[src/rtl/cam_frame_writer_if.sv]
// cam_frame_writer_if: camera byte stream in, frame-buffer write beats out
interface cam_frame_writer_if #(
    parameter int ADDR_BITS = 20
);
    logic                 cam_vsync;
    logic                 cam_href;
    logic [7:0]           cam_data;
    logic                 wr_en;
    logic [15:0]          wr_data;
    logic [ADDR_BITS-1:0] wr_addr;
    modport master (input cam_vsync, cam_href, cam_data, output wr_en, wr_data, wr_addr);
    modport slave (output cam_vsync, cam_href, cam_data, input wr_en, wr_data, wr_addr);
endinterface

[src/rtl/cam_frame_writer.sv]
// cam_frame_writer: DVP byte stream to RGB565 frame-buffer writes with frame validation
module cam_frame_writer #(
    parameter int H_RES     = 1280,
    parameter int V_RES     = 720,
    parameter int ADDR_BITS = 20,
    parameter int HI_FIRST  = 1
) (
    input  logic               clk,
    input  logic               rst_n,
    input  logic               enable,
    cam_frame_writer_if.master bus,
    output logic               frame_buffer_ready,
    output logic               frame_done,
    output logic               frame_err
);
    localparam int XW = $clog2(H_RES + 2);
    localparam int YW = $clog2(V_RES + 2);
    typedef enum logic [1:0] {IDLE, WAIT_VS, ACTIVE} state_t;
    state_t               state;
    logic                 vs_d, hr_d, phase, err;
    logic [7:0]           byte_q;
    logic [XW-1:0]        x;
    logic [YW-1:0]        y;
    logic [ADDR_BITS-1:0] line_base;
    logic                 vs_rise, vs_fall, line_end, err_n;
    logic [YW-1:0]        y_n;
    // Edges plus the error/line state as seen after a line ending in this same cycle
    always_comb begin
        vs_rise  = bus.cam_vsync & ~vs_d;
        vs_fall  = ~bus.cam_vsync & vs_d;
        line_end = (hr_d & ~bus.cam_href) | (vs_rise & bus.cam_href);
        err_n    = err | (line_end & ((x != XW'(H_RES)) | phase));
        y_n      = (line_end && y != YW'(V_RES + 1)) ? y + 1'b1 : y;
    end
    // Capture FSM: byte pairing, address generation and frame-end verdict
    always_ff @(posedge clk) begin
        if (!rst_n) begin
            state              <= IDLE;
            vs_d               <= 1'b0;
            hr_d               <= 1'b0;
            phase              <= 1'b0;
            err                <= 1'b0;
            byte_q             <= '0;
            x                  <= '0;
            y                  <= '0;
            line_base          <= '0;
            bus.wr_en          <= 1'b0;
            bus.wr_data        <= '0;
            bus.wr_addr        <= '0;
            frame_buffer_ready <= 1'b0;
            frame_done         <= 1'b0;
            frame_err          <= 1'b0;
        end else begin
            bus.wr_en  <= 1'b0;
            frame_done <= 1'b0;
            frame_err  <= 1'b0;
            vs_d       <= bus.cam_vsync;
            hr_d       <= bus.cam_href;
            case (state)
                IDLE: if (enable) state <= WAIT_VS;
                WAIT_VS: begin
                    if (!enable) state <= IDLE;
                    else if (vs_fall) begin
                        state     <= ACTIVE;
                        x         <= '0;
                        y         <= '0;
                        line_base <= '0;
                        phase     <= 1'b0;
                        err       <= 1'b0;
                    end
                end
                ACTIVE: begin
                    if (line_end) begin
                        err   <= err_n;
                        y     <= y_n;
                        x     <= '0;
                        phase <= 1'b0;
                        if (y < YW'(V_RES)) line_base <= line_base + ADDR_BITS'(H_RES);
                    end else if (bus.cam_href) begin
                        if (!phase) begin
                            byte_q <= bus.cam_data;
                            phase  <= 1'b1;
                        end else begin
                            phase <= 1'b0;
                            if (x != XW'(H_RES + 1)) x <= x + 1'b1;
                            if (x < XW'(H_RES) && y < YW'(V_RES)) begin
                                bus.wr_en   <= 1'b1;
                                bus.wr_data <= (HI_FIRST != 0) ? {byte_q, bus.cam_data} : {bus.cam_data, byte_q};
                                bus.wr_addr <= line_base + ADDR_BITS'(x);
                            end
                        end
                    end
                    if (vs_rise) begin
                        state <= WAIT_VS;
                        if (!err_n && y_n == YW'(V_RES)) begin
                            frame_done         <= 1'b1;
                            frame_buffer_ready <= 1'b1;
                        end else frame_err <= 1'b1;
                    end
                end
                default: state <= IDLE;
            endcase
        end
    end
endmodule

[src/flat_wrapper.sv]
// flat-port wrapper written by rule: the top's interface ports become plain ports
module cam_frame_writer_flat 
#(
    parameter int H_RES     = 1280,
    parameter int V_RES     = 720,
    parameter int ADDR_BITS = 20,
    parameter int HI_FIRST  = 1
)
  (clk, rst_n, enable, frame_buffer_ready, frame_done, frame_err, bus_cam_vsync, bus_cam_href, bus_cam_data, bus_wr_en, bus_wr_data, bus_wr_addr);
  cam_frame_writer_if #(.ADDR_BITS(ADDR_BITS)) bus_i ();
  input  logic clk;
  input  logic rst_n;
  input  logic enable;
  output logic frame_buffer_ready;
  output logic frame_done;
  output logic frame_err;
  input wire logic [$bits(bus_i.cam_vsync)-1:0] bus_cam_vsync;
  input wire logic [$bits(bus_i.cam_href)-1:0] bus_cam_href;
  input wire logic [$bits(bus_i.cam_data)-1:0] bus_cam_data;
  output wire logic [$bits(bus_i.wr_en)-1:0] bus_wr_en;
  output wire logic [$bits(bus_i.wr_data)-1:0] bus_wr_data;
  output wire logic [$bits(bus_i.wr_addr)-1:0] bus_wr_addr;
  assign bus_i.cam_vsync = bus_cam_vsync;
  assign bus_i.cam_href = bus_cam_href;
  assign bus_i.cam_data = bus_cam_data;
  assign bus_wr_en = bus_i.wr_en;
  assign bus_wr_data = bus_i.wr_data;
  assign bus_wr_addr = bus_i.wr_addr;
  cam_frame_writer #(.H_RES(H_RES), .V_RES(V_RES), .ADDR_BITS(ADDR_BITS), .HI_FIRST(HI_FIRST)) u_core (.clk(clk), .rst_n(rst_n), .enable(enable), .bus(bus_i), .frame_buffer_ready(frame_buffer_ready), .frame_done(frame_done), .frame_err(frame_err));
endmodule
[config.mk]
export PLATFORM = sky130hd
export DESIGN_NAME = cam_frame_writer_flat
export DESIGN_NICKNAME = d
export VERILOG_FILES = /design/src/rtl/cam_frame_writer_if.sv /design/src/rtl/cam_frame_writer.sv /design/src/flat_wrapper.sv
export SDC_FILE = /design/constraint.sdc
export NUM_CORES = 1
export LEC_CHECK = 0
export ABC_AREA = 1
export CAP_MARGIN = 20
export CORE_MARGIN = 2
export CORE_UTILIZATION = 40
export CTS_BUF_LIST = sky130_fd_sc_hd__clkbuf_8 sky130_fd_sc_hd__clkbuf_16
export DETAILED_ROUTE_END_ITERATION = 16
export GPL_TIMING_DRIVEN = 0
export HOLD_SLACK_MARGIN = 0.03
export SYNTH_ARGS = -nofsm -noshare
export SYNTH_HDL_FRONTEND = slang
export SYNTH_SLANG_ARGS = --single-unit
[constraint.sdc]
create_clock -name clk -period 2 [get_ports clk]
set_clock_uncertainty 0.15 [all_clocks]
set_input_delay 0.3 -clock clk [delete_from_list [all_inputs] [get_ports clk]]
set_output_delay 0.3 -clock clk [all_outputs]
set_load 0.05 [all_outputs]
# After elaboration in Yosys (flattened, before gate mapping)
# Cells that the tools add are included.
# Widths: inputs -> output; s select.
# word_totals
inputBits,13
elab_cells,101
regBits,95
latchBits,0
mem_bits_rw,0
mem_bits_ro,0
n_memories,0
# classes
bitwise_logic,15
n_eq_ne,16
addsub,4
multipliers,0
n_lt_le_gt_ge,2
muxes,33
n_shift,0
reduce_logical,16
div,0
# op_table
op,count
$mux 20,4
$mux 11,6
$mux 10,4
$pmux 20 s2,1
$ne 11x11->1 const B,2
$pmux 11 s2,1
$add 20x11->20,1
$add 20x11->20 const B,1
$pmux 10 s2,1
$reduce_and 4->1,3
$add 11x1->11 const B,1
$lt 11x11->1 const B,1
$add 10x1->10 const B,1
$eq 10x10->1 const B,1
$lt 10x10->1 const B,1
$ne 10x10->1 const B,1
$reduce_and 5->1,2
$mux 1,9
$reduce_and 3->1,3
$mux 2,4
$ne 2x1->1 const B,4
$not 1->1,7
$ne 3x1->1 const B,2
$ne 3x2->1 const B,2
other kinds (13),23

# Longest topological paths before layout
# Gate-level depths: netlist of the first run.
# depth
depth_word,9
ltp_mapped,13
depth_no_buf,13

# Worst setup path before layout of the first run
# Ideal clock, no wire load.
# synth_timing
path_kind,register to register
startpoint,reg u_core.line_base[9]
endpoint,reg u_core.bus.wr_addr[18]
setup_slack_ns,0.207
path_stages_with_launch,11
arrival_time_ns,1.526
t_required_ns,1.732
setup_ns,0.118
cell_sequence,dfxtp_1 > ha_1 > a21oi_1 > o21bai_1 > nand2_1 > nand2_1 > nand2_1 > inv_1 > a21oi_1 > nor2_1 > nor2_1
# synth_via
elab_chain_len,1
# synth_lines
item,line_no,rtl
from (decl),cam_frame_writer.sv:24,logic [ADDR_BITS-1:0] line_base;
from (signal assigned),cam_frame_writer.sv:78,if (y < YW'(V_RES)) line_base <= line_base + ADDR_BITS'(H_RES);
$add 20x11->20,cam_frame_writer.sv:89,bus.wr_addr <= line_base + ADDR_BITS'(x);
to (signal assigned),cam_frame_writer.sv:89,
to (decl),cam_frame_writer_if.sv:11,"modport master (input cam_vsync, cam_href, cam_data, output wr_en, wr_data, wr_addr);"
# No other way between the ends.
# A chain may end at the register's enable or synchronous reset.

# Worst setup path in the final report of the first run
# layout_timing
startpoint,reg u_core.bus.wr_data[2]
endpoint,out bus_wr_data[2]
# layout_rtl
item,line_no,rtl
from (decl),cam_frame_writer_if.sv:11,
from (signal assigned),cam_frame_writer.sv:88,"bus.wr_data <= (HI_FIRST != 0) ? {byte_q, bus.cam_data} : {bus.cam_data, byte_q};"
to (decl),flat_wrapper.sv:21,output wire logic [$bits(bus_i.wr_data)-1:0] bus_wr_data;
# No word-level cell between the ends.

==> impl_metrics.csv, run 1 <==
group,metric,value,unit
run_status,status,"completed",
detailed_routing,drtAntennaViolNets,0,
detailed_routing,drt_pass1_iterations,4,
placed_design,dpl.hpwl,8.13,mm
synth,ys_warn_count,0,
sta,fin_ws,37.8,ps
worst_setup_path,critPathRequiredTime,1550,ps
cells_and_area,antenna_cells,0,
worst_setup_path,crit_chain,"clkdlybuf4s50_1",
synth,syn_avg_cell_area,6.95,um2
worst_setup_path,r2r_cells,12,
detailed_routing,vias_per_cell,4.99,
cells_and_area,instances_no_fill,841,
worst_setup_path,crit_type,"reg -> out",
cells_and_area,final_common_cell,"nand2_1",
clock_network,cts_buffer_depth,2,
sta,slew_violations,0,
sta,setup_viol,0,
worst_setup_path,path_depth,1,
placed_design,gp_congestion,0.913,
placed_design,place_ws,-533,ps
synth,synth.distinct_cells,43,
die,die_h,108,um
worst_setup_path,cp_max_fo,2,
global_routing,grt_max_degree,19,
placed_design,dp_cells,815,
cells_and_area,postLayoutCoreUtil,51.3,%
worst_hold_path,min_path_type,"in -> reg",
sta,period_needed,1960,ps
cells_and_area,drive_gt1_share,12.1,%
worst_setup_path,crit_arrival,1510,ps
cells_and_area,area_growth,26.5,%
worst_setup_path,cp-start-kind,"register",
die,start_util,40.5,%
synth,synthesis.nets,646,
die,rows,38,
worst_setup_path,cpLargestDelayFamily,"buffers and inverters",
sta,hold_violations,0,
die,core,10700,um2
global_routing,grt_pass1_vias,3724,
synth,yosysSeqAreaShare,40.2,%
cells_and_area,nNetsFinal,719,
die,die-area,11700,um2
global_routing,overflow,0,
power,max-vdd-ir-drop,0.000385,V
worst_setup_path,critPathBufInv,1,
detailed_routing,drt_iter0_drc,161,
detailed_routing,post-route-drc-count,0,
synth,ys_seq_elements,87,
worst_setup_path,cp-end-kind,"output port",
clock_network,cts_tree,"built",
detailed_routing,wl,11.1,mm
detailed_routing,vias,4195,
worst_setup_path,cpPeakStageDelay,800,ps
clock_network,cts_buffers,9,
synth,syn_inst,623,
clock_network,clkSlewWorstSetupHoldPaths,110,ps
worst_setup_path,critical-path-slowest-cell,"clkdlybuf4s50_1",
synth,synth_area,4330,um2
sta,rsz0062_at_grt,"yes",
run,cap_viol_max_count,0,
worst_hold_path,hold_path_depth,3,
worst_setup_path,r2r_setup_slack,140,ps
placed_design,io_buffers,52,
global_routing,grt_first_pass_wirelength,18.1,mm
worst_setup_path,r2r-start,"u_core.state[1]",
worst_setup_path,endpoint,"bus_wr_data[2]",
sta,fmax,0.510,GHz
power,total_power,0.00333,W
clock_network,h-tree-depth,3,
cells_and_area,mostFrequentLayoutCells,"nand2_1, nor2_1, dfxtp_1",
clock_network,cts_hold_buf,0,
die,ioPinCount,53,
global_routing,antenna_found_initial,0,
power,power.density,608,nW/um2
clock_network,clk_latency,370,ps
detailed_routing,wire_per_inst,13.3,um
worst_setup_path,timing.rr.end,"u_core.x[10]",
worst_setup_path,crit_path_start,"u_core.bus.wr_data[2]",
sta,slew-limit-headroom,60.6,%
power,p_leak,2.57,nW
die,die_width,108,um
sta,worst_pin_slew,591,ps
sta,period_share,98.1,%
clock_network,cts_root_buffer,"clkbuf_8",
clock_network,cts.sink_count,87,
global_routing,grt.total_usage,19.5,%
[metrics by stage]
step | setup TNS (ps) | instance area (um2) | hold WS, ps
2_1_floorplan | 0 | 4330 | 243
3_3_place_gp | -24480 | 5030 | 293
3_5_place_dp | -24590 | 5030 | 290
4_1_cts | 0 | 5290 | 307
5_1_grt | -50.1 | 5480 | 116
6_report | 0 | 5480 | 80.4
[power breakdown]
part	switching, W	internal, W	leakage [nW]	total [W]
combinational	0.000127	0.0000737	1.75	0.000201
sequential	0.0000129	0.00174	0.705	0.00175
clock	0.000756	0.000623	0.113	0.00138
total	0.000896	0.00244	2.57	0.00333
[sequential cells by signal (all words and copies together) (netlist names)]
signal / flops
u_core.bus.wr_addr: 20
u_core.bus.wr_data: 16
u_core.line_base: 12
u_core.x: 11
u_core.y: 10
u_core.byte_q: 8
u_core.state: 2
u_core.bus.wr_en: 1
u_core.err: 1
u_core.frame_buffer_ready: 1
u_core.frame_done: 1
u_core.frame_err: 1
u_core.hr_d: 1
u_core.phase: 1
u_core.vs_d: 1
[how the worst min path moves through the flow]
stage	from	end	slack (ps)
6_report	bus_cam_vsync	u_core.vs_d	80
5_1_grt	bus_cam_vsync	u_core.vs_d	120
4_1_cts	u_core.frame_buffer_ready	u_core.frame_buffer_ready	310
3_3_place_gp	u_core.frame_buffer_ready	u_core.frame_buffer_ready	290
3_5_place_dp	u_core.frame_buffer_ready	u_core.frame_buffer_ready	290
2_1_floorplan	bus_cam_vsync	u_core.vs_d	240
[cells by family after synthesis]
kind of cell / count (synthesis) / share of synthesized area [%]
adders and majority gates: 10 / 2.89
and+or+nand+nor: 310 / 31.9
AOI/OAI and AO/OA: 117 / 14.3
xor gates and xnor gates: 13 / 2.63
DFF: 87 / 40.2
buffers and inverters: 85 / 8.03
other: 1 / 0.0865
[routing by layer]
layer	track usage (%)	part of all wire, %
met5	0	0
met4	8.24	2.3
met3	2.89	4.1
met2	30.4	45
met1	27.0	48
[cell type report]
class	count	area, um2
Timing Repair Buffer	62	643
Multi-Input combinational cell	451	2330
Fill cell	1054	5220
Inverter	68	267
Buffer	17	92.6
Tap cell	140	175
Clock inverter	7	103
Clock buffer	9	124
Sequential cell	87	1750
[timing repair]
item                       4_1_cts  5_1_grt
pin swaps                        0        4
hold endpoints to repair         0        0
gates cloned                     0        0
gates resized for setup         21       48
setup endpoints to repair       58       83
setup buffers                    2        8
[Yosys cell counts]
master / instances / area, um2
nand2_2: 4 / 25.0
a21boi_0: 1 / 7.51
nand2_1: 116 / 435
buf_2: 6 / 30.0
a21oi_1: 50 / 250
buf_4: 2 / 15.0
clkbuf_1: 7 / 26.3
and2_1: 1 / 6.26
o21bai_1: 2 / 15.0
nor3b_1: 2 / 15.0
o21a_1: 1 / 7.51
a211oi_1: 1 / 7.51
inv_4: 2 / 12.5
nor2_8: 3 / 60.1
dfxtp_1: 87 / 1740
nor3_2: 1 / 10.0
a31oi_1: 1 / 6.26
clkinv_2: 1 / 5.00
inv_1: 60 / 225
nor2_1: 107 / 402
nand2_4: 1 / 11.3
inv_2: 5 / 18.8
nor3_1: 8 / 40.0
nand4_1: 8 / 50.1
o22ai_1: 1 / 6.26
nand3b_1: 1 / 7.51
o21ai_1: 2 / 10.0
o21ai_0: 55 / 275
buf_1: 1 / 3.75
nand3_1: 48 / 240
o21ai_4: 1 / 16.3
conb_1: 1 / 3.75
xor2_1: 11 / 96.3
ha_1: 10 / 125
xnor2_1: 2 / 17.5
a21oi_2: 1 / 8.76
a311oi_1: 1 / 8.76
nor2_2: 4 / 25.0
buf_6: 1 / 11.3
nor4_1: 1 / 6.26
or2_0: 1 / 6.26
nor2_4: 1 / 11.3
nand3_2: 3 / 30.0
No activity file was read; power rests on OpenSTA's default activity.
==> run 2: changes to the inputs <==
--- a/config.mk
+++ b/config.mk
@@ -16,3 +16,4 @@
 export SYNTH_ARGS = -nofsm -noshare
 export SYNTH_HDL_FRONTEND = slang
 export SYNTH_SLANG_ARGS = --single-unit
+export TNS_END_PERCENT = 30
==> impl_metrics.csv, run 2 (synthesis gave the netlist of run 1 again) <==
group,metric,value,unit
global_routing,antenna_found_initial,0,
sta,worst_pin_slew,591,ps
global_routing,grt_max_degree,19,
sta,period_share,98.1,%
power,total_power,0.00333,W
cells_and_area,final_common_cell,"nand2_1",
placed_design,gp_congestion,0.913,
detailed_routing,met2RoutedLength,5.05,mm
power,max-vdd-ir-drop,0.000385,V
clock_network,clkSlewWorstSetupHoldPaths,110,ps
worst_hold_path,whs_endpoint,"u_core.vs_d",
clock_network,clk_latency,370,ps
detailed_routing,drtAntennaViolNets,0,
worst_setup_path,cpPeakStageDelay,800,ps
worst_hold_path,min_from,"bus_cam_vsync",
cells_and_area,mostFrequentLayoutCells,"nand2_1, nor2_1, dfxtp_1",
die,start_util,40.5,%
worst_setup_path,r2r_setup_slack,120,ps
sta,setup_viol,0,
worst_setup_path,cpLargestDelayFamily,"buffers and inverters",
cells_and_area,fillers,1055,
worst_setup_path,r2r_cells,7,
sta,slew-limit-headroom,60.6,%
clock_network,cts.sink_count,87,
worst_setup_path,r2r-start,"u_core.x[8]",
worst_hold_path,hold_path_depth,3,
die,core,10700,um2
worst_setup_path,critPathBufInv,1,
global_routing,grt.total_usage,19.5,%
cells_and_area,antenna_cells,0,
detailed_routing,vias_per_cell,4.99,
detailed_routing,vias,4195,
detailed_routing,wire_per_inst,13.3,um
detailed_routing,post-route-drc-count,0,
clock_network,h-tree-depth,3,
sta,fin_tns_setup,0,ps
worst_hold_path,min_path_type,"in -> reg",
cells_and_area,instances_no_fill,841,
sta,slew_violations,0,
die,rows,38,
global_routing,grt_first_pass_wirelength,18.1,mm
worst_setup_path,cp_max_fo,2,
sta,timing.hold.ws,80.4,ps
cells_and_area,postLayoutCoreUtil,51.2,%
detailed_routing,dr_wl_met3,458,um
cells_and_area,nNetsFinal,719,
placed_design,dp_cells,815,
sta,period_needed,1960,ps
detailed_routing,met1Wirelength,5.39,mm
placed_design,io_buffers,52,
global_routing,overflow,0,
cells_and_area,drive_gt1_share,12.0,%
worst_setup_path,crit_arrival,1510,ps
cells_and_area,largest_register_ffs,20,
clock_network,cts_root_buffer,"clkbuf_8",
power,power.density,608,nW/um2
detailed_routing,drt_iter0_drc,161,
clock_network,cts_buffers,9,
detailed_routing,wl,11.1,mm
sta,rsz0062_at_grt,"yes",
worst_setup_path,cp-start-kind,"register",
sta,fmax,0.510,GHz
global_routing,grt_pass1_vias,3724,
detailed_routing,drt_pass1_iterations,4,
cells_and_area,area_growth,26.5,%
worst_setup_path,critical-path-slowest-cell,"clkdlybuf4s50_1",
die,die-area,11700,um2
cells_and_area,largestRegisters,"u_core.bus.wr_addr (20), u_core.bus.wr_data (16), u_core.line_base (12)",
die,ioPinCount,53,
clock_network,cts_tree,"built",
run,cap_viol_max_count,0,
placed_design,dpl.hpwl,8.13,mm
worst_setup_path,crit_type,"reg -> out",
worst_setup_path,critPathRequiredTime,1550,ps
worst_setup_path,crit_chain,"clkdlybuf4s50_1",
power,p_leak,2.57,nW
die,die_width,108,um
cells_and_area,top_register,"u_core.bus.wr_addr",
clock_network,cts_buffer_depth,2,
worst_setup_path,timing.rr.end,"u_core.bus.wr_addr[18]",
worst_setup_path,cp-end-kind,"output port",
die,die_h,108,um
detailed_routing,top_layer,"met4",
sta,hold_violations,0,
run_status,status,"completed",
==> run 2: cell types whose count changed in the layout (fill, tap and decap cells not counted) <==
| cell | previous run | this run |
|---|---|---|
| dfxtp_1 | 80 | 81 |
| dfxtp_2 | 6 | 5 |
==> run 2: area by class of cell <==
class / instances / area [um2] / share of cell area, %
Clock buffer: 9 / 124 / 2.26
Tap cell: 140 / 175 / 3.20
Multi-Input combinational cell: 451 / 2330 / 42.4
Inverter: 68 / 267 / 4.86
Timing Repair Buffer: 62 / 643 / 11.7
Sequential cell: 87 / 1750 / 32.0
Buffer: 17 / 92.6 / 1.69
Clock inverter: 7 / 103 / 1.87
==> run 2: worst max path at each step <==
stage / start / end / slack (ps) / cells past startpoint
3_3_place_gp: bus_cam_href / u_core.frame_buffer_ready / -550 / 13
6_report: u_core.bus.wr_data[2] / bus_wr_data[2] / 40 / 1
5_1_grt: u_core.x[8] / u_core.bus.wr_addr[18] / -60 / 10
3_5_place_dp: bus_cam_href / u_core.frame_buffer_ready / -530 / 13
2_1_floorplan: u_core.line_base[9] / u_core.bus.wr_addr[18] / 210 / 10
4_1_cts: u_core.bus.wr_data[10] / bus_wr_data[10] / 2 / 1
==> run 2: report_power, final <==
group | internal [W] | switching, W | total (W)
registers | 0.00174 | 0.0000129 | 0.00175
clock network | 0.000623 | 0.000756 | 0.00138
logic | 0.0000736 | 0.000127 | 0.000201
==> run 2: layer usage <==
layer | GRT usage (%) | up-vias
met5 | 0 | -
met4 | 8.24 | 0
met3 | 2.89 | 18
met2 | 30.4 | 103
met1 | 27.0 | 1904
li1 | - | 2170
==> run 2: what timing repair did <==
| item | in CTS | in global routing |
|---|---|---|
| pin swaps | 0 | 4 |
| hold buffers | 0 | 0 |
| endpoints found under the setup margin | 58 | 83 |
| gates cloned | 0 | 0 |
| buffers inserted | 2 | 8 |
| endpoints found under the hold margin | 0 | 0 |
| resized for setup | 21 | 47 |
==> run 2: worst reg2reg max path: stages (launching register included) <==
cell,delay (ps)
dfxtp_1,390
o21ai_0,460
nand3_4,170
inv_6,140
buf_4,200
nand2_1,70
nor2_1,150
nor2_1,50
==> run 2: metrics by stage <==
stage	worst slack, ps	cell area [um2]
after floorplan	207	4330
after global routing	-57.2	5480
after CTS	1.84	5290
after detailed placement	-533	5030
final	37.8	5480
after global placement	-546	5030
==> run 3: changes to the inputs <==
--- a/config.mk
+++ b/config.mk
@@ -11,8 +11,10 @@
 export CORE_UTILIZATION = 40
 export CTS_BUF_LIST = sky130_fd_sc_hd__clkbuf_8 sky130_fd_sc_hd__clkbuf_16
 export DETAILED_ROUTE_END_ITERATION = 16
+export DONT_BUFFER_PORTS = 1
 export GPL_TIMING_DRIVEN = 0
 export HOLD_SLACK_MARGIN = 0.03
+export RECOVER_POWER = 50
 export SYNTH_ARGS = -nofsm -noshare
 export SYNTH_HDL_FRONTEND = slang
 export SYNTH_SLANG_ARGS = --single-unit
==> impl_metrics.csv, run 3 (synthesis gave the netlist of run 1 again) <==
group,metric,value,unit
run_status,status,"completed",
cells_and_area,mostFrequentLayoutCells,"nand2_1, nor2_1, dfxtp_1",
worst_setup_path,crit_type,"in -> reg",
sta,slew-limit-headroom,61.5,%
worst_setup_path,crit_arrival,2020,ps
worst_setup_path,cp-start-kind,"primary input",
die,ioPinCount,53,
global_routing,overflow,0,
power,intPower,0.00229,W
clock_network,cts_buffer_depth,2,
placed_design,dpl.hpwl,7.90,mm
clock_network,cts_root_buffer,"clkbuf_8",
die,start_util,40.5,%
worst_setup_path,crit_chain,"dlygate4sd3_1, inv_1, nand2_1, nand3_1, nand2_1, nor2_8, nand2_4, inv_2, nand2_1, inv_2, nand3_1, a21oi_1",
sta,timing.hold.ws,71.7,ps
detailed_routing,vias_per_cell,5.06,
clock_network,clk_latency,370,ps
cells_and_area,final_common_cell,"nand2_1",
cells_and_area,largest_register_ffs,20,
cells_and_area,drive_gt1_share,12.7,%
clock_network,clkSlewWorstSetupHoldPaths,100,ps
worst_setup_path,cpPeakStageDelay,580,ps
placed_design,io_buffers,0,
sta,slew_violations,0,
power,p_leak,1.93,nW
global_routing,grt_max_degree,18,
detailed_routing,drt_iter0_drc,221,
die,rows,38,
sta,fmax,0.531,GHz
global_routing,grt_pass1_vias,3592,
worst_setup_path,cp-end-kind,"register",
power,power.density,634,nW/um2
detailed_routing,vias,4054,
worst_setup_path,critical-path-slowest-cell,"dlygate4sd3_1",
sta,rsz0062_at_grt,"yes",
power,p_comb_share,5.9,%
power,max-vdd-ir-drop,0.000406,V
clock_network,cts_buffers,9,
sta,worst_pin_slew,578,ps
global_routing,antenna_found_initial,0,
worst_setup_path,cp_max_fo,9,
sta,period_needed,1880,ps
detailed_routing,post-route-drc-count,0,
cells_and_area,top_register,"u_core.bus.wr_addr",
sta,fin_tns_setup,0,ps
worst_setup_path,cpMostUsedCell,"nand2_1",
cells_and_area,antenna_cells,0,
clock_network,h-tree-depth,3,
global_routing,grt_first_pass_wirelength,17.9,mm
die,core,10700,um2
detailed_routing,drtAntennaViolNets,0,
placed_design,gp_congestion,0.895,
cells_and_area,largestRegisters,"u_core.bus.wr_addr (20), u_core.bus.wr_data (16), u_core.line_base (12)",
sta,setup_viol,0,
die,die_width,108,um
clock_network,cts_tree,"built",
detailed_routing,wl,10.9,mm
detailed_routing,drt_pass1_iterations,5,
global_routing,grt.total_usage,19.3,%
power,power.switching,0.000874,W
die,die_h,108,um
sta,hold_violations,0,
worst_setup_path,critPathRequiredTime,2140,ps
run,cap_viol_max_count,0,
die,die-area,11700,um2
power,p_seq_share,55.5,%
power,pwr-share-clk,38.7,%
cells_and_area,nNetsFinal,679,
sta,period_share,94.2,%
detailed_routing,wire_per_inst,13.6,um
cells_and_area,area_growth,15.1,%
power,switching_share,27.6,%
clock_network,cts.sink_count,87,
worst_hold_path,min_path_type,"in -> reg",
## run 3: cell types whose count changed in the layout (fill, tap and decap cells not counted), sizes merged
| cell | delta |
|---|---|
| dlygate4sd2 | -10 |
| clkinvlp | +3 |
| inv | +1 |
| clkinv | -3 |
| bufinv | -1 |
| clkdlybuf4s50 | -18 |
| clkbuf | +1 |
| dlygate4sd3 | +11 |
| dlymetal6s2s | -24 |
## run 3: worst paths after layout
check	from	slack (ps)	cells after the start	end
setup reg to reg	u_core.y[6]	140	9	u_core.line_base[10]
setup / recovery	bus_cam_vsync	120	12	u_core.y[9]
hold reg to reg	u_core.y[8]	340	2	u_core.y[8]
hold / removal	bus_cam_vsync	70	4	u_core.frame_done
## run 3: final cells by class
class | count | area, um2
fill | 1125 | 5710
multi-input combinational | 451 | 2310
sequential | 87 | 1750
inverter | 68 | 269
timing repair buffer | 22 | 193
tap | 140 | 175
clock buffer | 9 | 124
buffer | 17 | 103
clock inverter | 7 | 65.1
## run 3: timing repair
action                                  in CTS  in global routing
buffers inserted                             2                  9
endpoints found under the setup margin      35                 57
pin swaps                                    0                  6
hold endpoints to repair                    21                  0
gates resized for setup                      5                 31
hold buffers                                11                  0
## run 3: through the flow
step	cells	setup slack [ps]	instance area (um2)	total power (W)	util [%]
after floorplan	623	207	4330	0.00191	-
after global placement	763	-92.7	4510	0.00195	42.1
after detailed placement	763	-117	4510	0.00195	42.1
after CTS	792	6.26	4840	0.00317	45.3
after global routing	801	-20.0	4990	0.00329	46.6
final	801	115	4990	0.00316	46.6
## run 3: power groups by stage
| stage | logic, W | registers [W] | clock network, W |
|---|---|---|---|
| final | 0.000186 | 0.00175 | 0.00122 |
| after global routing | 0.000208 | 0.00176 | 0.00132 |
| after CTS | 0.000174 | 0.00175 | 0.00125 |
| after detailed placement | 0.000153 | 0.00179 | 0 |
| after global placement | 0.000152 | 0.00179 | 0 |
| after floorplan | 0.000115 | 0.00179 | 0 |
## run 3: per-layer routing
metal | routed length, um | up-vias | global-route usage (%)
met5 | 0 | - | 0
met4 | 125 | 0 | 5.31
met3 | 600 | 11 | 4.22
met2 | 4860 | 97 | 30.5
met1 | 5310 | 1855 | 26.6
li1 | - | 2091 | -
## run 3: critical path, delay by kind of cell
kind | cells | cell delay [ps]
simple gates | 7 | 650
buf+inv | 4 | 940
compound gates | 1 | 120
